<file path="config.mk">
export PLATFORM = sky130hd
export DESIGN_NAME = m_lsu
export DESIGN_NICKNAME = d
export VERILOG_FILES = /design/src/rtl/m_lsu.sv
export SDC_FILE = /design/constraint.sdc
export NUM_CORES = 1
export LEC_CHECK = 0
export ABC_AREA = 1
export ABC_CLOCK_PERIOD_IN_PS = 2000
export CORE_UTILIZATION = 46
export DETAILED_ROUTE_END_ITERATION = 10
export PLACE_DENSITY = 0.92
export SYNTH_ARGS = -nofsm -noshare
export SYNTH_HDL_FRONTEND = slang
export SYNTH_SLANG_ARGS = --single-unit
</file>
<file path="constraint.sdc">
create_clock -name clk -period 2 [get_ports clk]
set_input_delay 0.2 -clock clk [delete_from_list [all_inputs] [get_ports clk]]
set_output_delay 0.2 -clock clk [all_outputs]
set_load 0.02 [all_outputs]
</file>
<file path="src/rtl/m_lsu.sv">
// m_lsu: M-stage load/store initiator.
// Turns one pipeline memory access into a req/ack word-bus transaction and
// stalls the pipeline until the responder acks or the timeout expires.
// Optional feature: define LSU_ALIGN_CHECK_EN to fault misaligned w/h/hu
// accesses (FAULT state, lsu_exc pulse) instead of silently ignoring low bits.
module m_lsu #(
   parameter int unsigned TIMEOUT = 64,
   parameter int unsigned TO_W    = 7
) (
   input  logic        clk,
   input  logic        reset,
   input  logic        M_mem_en,
   input  logic        M_dwe,
   input  logic [2:0]  M_dm_sel,
   input  logic [31:0] M_addr,
   input  logic [31:0] M_wdata,
   input  logic [31:0] M_pc,
   output logic        lsu_stall,
   output logic [31:0] lsu_rdata,
   output logic        lsu_rvalid,
   output logic        lsu_exc,
   output logic        lsu_err,
   output logic [31:0] lsu_epc,
   output logic        bus_req,
   output logic        bus_we,
   output logic [31:0] bus_addr,
   output logic [3:0]  bus_be,
   output logic [31:0] bus_wdata,
   input  logic        bus_ack,
   input  logic [31:0] bus_rdata
);

   localparam logic [2:0] DM_W  = 3'd0;
   localparam logic [2:0] DM_H  = 3'd1;
   localparam logic [2:0] DM_B  = 3'd2;
   localparam logic [2:0] DM_HU = 3'd3;
   localparam logic [2:0] DM_BU = 3'd4;
   localparam logic [TO_W-1:0] CNT_LAST = TO_W'(TIMEOUT - 1);

   typedef enum logic [1:0] {
      S_IDLE = 2'd0,
      S_REQ  = 2'd1,
      S_DONE = 2'd2
`ifdef LSU_ALIGN_CHECK_EN
      , S_FAULT = 2'd3
`endif
   } state_t;

   state_t            state_q, state_d;
   logic              we_q;
   logic [31:0]       addr_q;
   logic [3:0]        be_q;
   logic [31:0]       wdata_q;
   logic [2:0]        sel_q;
   logic [1:0]        lo_q;
   logic [31:0]       pc_q;
   logic [31:0]       rdata_q;
   logic [TO_W-1:0]   cnt_q;
   logic              err_q;
   logic [31:0]       epc_q;

   logic [3:0]        be_c;
   logic [31:0]       wd_c;
   logic              noop_c;
   logic              mis_c;
   logic              timeout_c;
   logic [15:0]       half_c;
   logic [7:0]        byte_c;
   logic [31:0]       ext_c;

   // Byte enables, lane-replicated write data, no-op and misalignment decode
   always_comb begin
      be_c   = 4'b1111;
      wd_c   = M_wdata;
      noop_c = M_dwe && ((M_dm_sel == DM_HU) || (M_dm_sel == DM_BU) || (M_dm_sel > DM_BU));
      mis_c  = 1'b0;
      case (M_dm_sel)
         DM_W: begin
            be_c = 4'b1111;
            wd_c = M_wdata;
         end
         DM_H, DM_HU: begin
            be_c = 4'b0011 << {M_addr[1], 1'b0};
            wd_c = {2{M_wdata[15:0]}};
         end
         DM_B, DM_BU: begin
            be_c = 4'b0001 << M_addr[1:0];
            wd_c = {4{M_wdata[7:0]}};
         end
         default: ;
      endcase
      if (noop_c) begin
         be_c = 4'b0000;
      end
`ifdef LSU_ALIGN_CHECK_EN
      mis_c = ((M_dm_sel == DM_W) && (M_addr[1:0] != 2'b00)) ||
              (((M_dm_sel == DM_H) || (M_dm_sel == DM_HU)) && M_addr[0]);
`endif
   end

   // Next-state logic
   always_comb begin
      state_d   = state_q;
      timeout_c = 1'b0;
      case (state_q)
         S_IDLE: begin
            if (M_mem_en) begin
               if (mis_c) begin
`ifdef LSU_ALIGN_CHECK_EN
                  state_d = S_FAULT;
`endif
               end else if (noop_c) begin
                  state_d = S_DONE;
               end else begin
                  state_d = S_REQ;
               end
            end
         end
         S_REQ: begin
            if (bus_ack) begin
               state_d = S_DONE;
            end else if (cnt_q == CNT_LAST) begin
               state_d   = S_DONE;
               timeout_c = 1'b1;
            end
         end
         S_DONE:  state_d = S_IDLE;
         default: state_d = S_IDLE;
      endcase
   end

   // State register
   always_ff @(posedge clk) begin
      if (reset) begin
         state_q <= S_IDLE;
      end else begin
         state_q <= state_d;
      end
   end

   // Access latch, timeout counter, read-word capture and exception PC
   always_ff @(posedge clk) begin
      if (reset) begin
         we_q    <= 1'b0;
         addr_q  <= '0;
         be_q    <= '0;
         wdata_q <= '0;
         sel_q   <= '0;
         lo_q    <= '0;
         pc_q    <= '0;
         rdata_q <= '0;
         cnt_q   <= '0;
         err_q   <= 1'b0;
         epc_q   <= '0;
      end else begin
         if ((state_q == S_IDLE) && M_mem_en) begin
            we_q    <= M_dwe;
            addr_q  <= {M_addr[31:2], 2'b00};
            be_q    <= be_c;
            wdata_q <= wd_c;
            sel_q   <= M_dm_sel;
            lo_q    <= M_addr[1:0];
            pc_q    <= M_pc;
            cnt_q   <= '0;
            err_q   <= 1'b0;
            if (mis_c) begin
               epc_q <= M_pc;
            end
         end
         if (state_q == S_REQ) begin
            cnt_q <= cnt_q + 1'b1;
            if (bus_ack) begin
               rdata_q <= bus_rdata;
            end else if (timeout_c) begin
               err_q <= 1'b1;
               epc_q <= pc_q;
            end
         end
      end
   end

   // Load lane extraction and sign/zero extension from the captured word
   always_comb begin
      half_c = lo_q[1] ? rdata_q[31:16] : rdata_q[15:0];
      case (lo_q)
         2'd0:    byte_c = rdata_q[7:0];
         2'd1:    byte_c = rdata_q[15:8];
         2'd2:    byte_c = rdata_q[23:16];
         default: byte_c = rdata_q[31:24];
      endcase
      ext_c = rdata_q;
      case (sel_q)
         DM_H:    ext_c = {{16{half_c[15]}}, half_c};
         DM_HU:   ext_c = {16'h0000, half_c};
         DM_B:    ext_c = {{24{byte_c[7]}}, byte_c};
         DM_BU:   ext_c = {24'h000000, byte_c};
         default: ext_c = rdata_q;
      endcase
   end

   assign bus_req    = (state_q == S_REQ);
   assign bus_we     = we_q;
   assign bus_addr   = addr_q;
   assign bus_be     = be_q;
   assign bus_wdata  = wdata_q;
   assign lsu_rvalid = (state_q == S_DONE) && !we_q && !err_q;
   assign lsu_err    = (state_q == S_DONE) && err_q;
   assign lsu_rdata  = lsu_rvalid ? ext_c : 32'h0000_0000;
   assign lsu_epc    = epc_q;
`ifdef LSU_ALIGN_CHECK_EN
   assign lsu_exc    = (state_q == S_FAULT);
   assign lsu_stall  = M_mem_en && (state_q != S_DONE) && (state_q != S_FAULT);
`else
   assign lsu_exc    = 1'b0;
   assign lsu_stall  = M_mem_en && (state_q != S_DONE);
`endif

endmodule

</file>
==> impl_results.md <==
* Post-synth EDFFs at 0
* Gr ovfl total at 0
* Clk pwr share at 0.377
* Flops & latches, synth at 178
* Failing checks: negative setup slack
* Maximum VDD drop at about 0.57 mV
* Routed via count at approximately 8.5k
* WS Path Type: reg -> out
* DPL Wire Length at between 15000 and 20000 um
* Switch Pwr at 2770 uW
* Crit. End Element: primary output
* Initial antenna violation count at 0
* Async SR Flop Fraction at 0
* CP max stage delay at about 0.33 ns
* CP top delay family: buffers and inverters
* FF-to-FF path depth at 7
* DR vias/cell at approximately 5.2
* First-pass detailed-route iteration total at 5
* Hold-fix buffers, CTS at 0
* RSZ-0062 raised after global routing: yes
* Antenna-violating nets left at 0
* Row Count at between 40 and 50
* Most area-consuming cells after synthesis: dfxtp_1, nor2_1, a21oi_1, o21ai_0, nand2_1
* Clock sink count at around 180
* Die Width at around 130 um
* Root Driver: clkbuf_16
* Commonest non-fill, non-tap cell in the layout: clkdlybuf4s50_1
* Fraction of layout cells with a size suffix above 1 at 0.110
* CTS tree: built
* Number of global-route vias before repair at 8081
* Seq pwr share at 0.407
* Yosys top cell area share at 0.447
* Min cycle time layout at around 2.0 ns
* Inserted Diodes at 0
* Hold Path Cell Cnt at 3
* GRT busiest layer: met2
* R2r endpoint: lsu_epc[2]
* Final Max Tran Viols at 0
* IO Pins at between 200 and 300
* Pleak at between 0.004 and 0.005 uW
* Core Region at 16800 um^2
* Commonest cells after routing, fill and taps aside: clkdlybuf4s50_1, nor2_1, dfxtp_1
* Primary FF master, synth: dfxtp_1
* Number of distinct library cells after synthesis at 28
* Initial Util at 0.475
* Max cap viols at 0
* Most frequent cell on the critical path: nor2_1
* P_int at a little under 7000 uW
* Area leader, netlist: dfxtp_1
* First-pass GRT wire length at a little under 40000 um
* Critical Path RT at 1.80 ns
* H-tree levels at 4
* R2R Path Start: cnt_q[0]
* Clock insertion delay at the later pin of the skew report at 0.42 ns
* Grt met3 use at 0.0788
* Hold Path End: bus_wdata[19]
* Synth Instances at 1158
* Power per cell area at 831 nW/um^2
* Final period utilization at 1.00
* Largest net degree at the start of global routing at 67
* Power share of the combinational group at 0.217
* Fillcell total at 1388
* R2r setup slk at approximately 0.30 ns
* Worst Hold Class: in -> reg
* Die area at around 18000 um^2
* Nets@finish at approximately 1.5k
* Crit-path slowest cell: dfxtp_2
* Clock slew at reported path FFs at around 0.07 ns
* Maximum clock path buffer count at 2
* Post-Synthesis Mean Instance Area at 6.88 um^2
* DRT iter0 DRCs at 620
* GPL Wtd Cong at about 0.96
* Met2 usage at 0.470
* Worst Skew at about 0.0059 ns
* GR Util met1 at 0.309
* Placement Setup Slack at -0.119 ns
* Setup ws final at -0.00297 ns
* Port bufs at 270
* Maximum fanout along the worst path at 8
* Die Ht at 134 um
* Endpoints failing setup at 1
* Worst path bufs/invs at 5
* Mean routed wirelength per cell at between 15 and 20 um
* Seq/Total Area, Yosys at 0.447
* Design Power at about 9600 uW
* Final Hold Fails at 0
* WP data arrival at 1.80 ns
* Synthesized area at around 8000 um^2
* Drt total wl at 24700 um
* Fmax at between 400 and 500 MHz
* Area Overhead vs Synth at 45.5%
* DRC violations left at 0
* TritonCTS buffer count at 17
* Switching Fraction at 0.287
* Hold path startpoint: M_wdata[19]
* Startpoint types: flip-flop
* Worst path cell trace: inv_2, buf_6, nand2_4, buf_8, clkinvlp_4, nand2_2, nand2_1, nor2_1, nor2_1, buf_4
* Yosys Warn Count at 0
* Gr usage total at 0.272
* Status: complete, but fails checks
[registers in the layout, summed over array words and instances, names as in the netlist]
| signal | count |
|---|---|
| err_q | 1 |
| state_q | 2 |
| pc_q | 32 |
| bus_addr | 30 |
| rdata_q | 32 |
| cnt_q | 7 |
| bus_be | 4 |
| lsu_epc | 32 |
| bus_we | 1 |
| sel_q | 3 |
| bus_wdata | 32 |
| lo_q | 2 |
[synthesized netlist by cell type (3+ instances only)]
| library cell | number |
|---|---|
| nor2_1 | 226 |
| nand2_2 | 5 |
| buf_2 | 28 |
| nand3_1 | 62 |
| dfxtp_1 | 178 |
| inv_1 | 99 |
| nor2_2 | 13 |
| a21oi_1 | 151 |
| o21ai_1 | 18 |
| buf_6 | 7 |
| buf_4 | 14 |
| inv_2 | 9 |
| clkbuf_1 | 28 |
| buf_1 | 3 |
| nand2_1 | 163 |
| o21ai_0 | 140 |
[power by group through the flow]
stage	Combinational (uW)	Sequential [uW]	Clock, uW
after floorplan	932	4130	0
after global placement	1970	3980	0
after detailed placement	2010	3990	0
after CTS	2020	3910	3670
after global routing	2260	3940	3830
final	2090	3920	3630
[worst min-delay path, delay by kind of cell]
kind	cells	cell delay [ns]
AO/OA/AOI/OAI	1	0.06
AND/OR/NAND/NOR	1	0.06
buffers and inverters	1	0.39
[repair_timing]
item	in CTS	in global routing
resized for setup	143	39
endpoints found under the setup margin	33	32
pin swaps	9	15
setup buffers	0	1
cloned	0	1
[per-layer routing]
metal / part of all wire / routed length, um
met5: 0 / 0
met4: 0.033 / 811
met3: 0.089 / 2190
met2: 0.49 / 12200
met1: 0.39 / 9520
[how the worst max path moves through the flow]
stage               start             to  slack, ns  cells after the start
4_1_cts          sel_q[2]   lsu_rdata[0]      -0.02                     10
2_1_floorplan  state_q[1]   lsu_rdata[7]       0.43                      5
3_3_place_gp      lo_q[1]  lsu_rdata[16]       0.01                      9
3_5_place_dp      lo_q[1]  lsu_rdata[17]      -0.12                      9
6_report         sel_q[2]   lsu_rdata[0]     -0.003                     10
5_1_grt          sel_q[2]   lsu_rdata[8]      -0.09                     11
[kinds of logic after synthesis]
logic type / share of synthesized area
simple gates: 0.248
compound gates: 0.196
buf+inv: 0.107
flops: 0.447
fa+ha+maj: 0.00157
other cells: 0.000471
[layout make-up]
type / count / area (um^2) / area share
multi-input combinational: 793 / 3630 / 0.314
tap: 220 / 275 / 0.0237
timing repair buffer: 308 / 3050 / 0.263
clock inverter: 14 / 201 / 0.0174
clock buffer: 18 / 439 / 0.0379
inverter: 109 / 419 / 0.0362
sequential: 178 / 3570 / 0.308
[metrics by stage]
step | cells | cell area (um^2) | hold slack, ns | setup TNS (ns) | utilization
final | 1640 | 11600 | 0.338 | -0.00297 | 0.692
after global routing | 1640 | 11600 | 0.336 | -1.63 | 0.692
after CTS | 1638 | 11500 | 0.324 | -0.0658 | 0.685
after detailed placement | 1606 | 10900 | 0.444 | -1.08 | 0.653
after global placement | 1606 | 10900 | 0.437 | 0 | 0.653
after floorplan | 1160 | 7980 | 0.337 | 0 | -
Note: power is estimated with default switching activity, not from simulation.
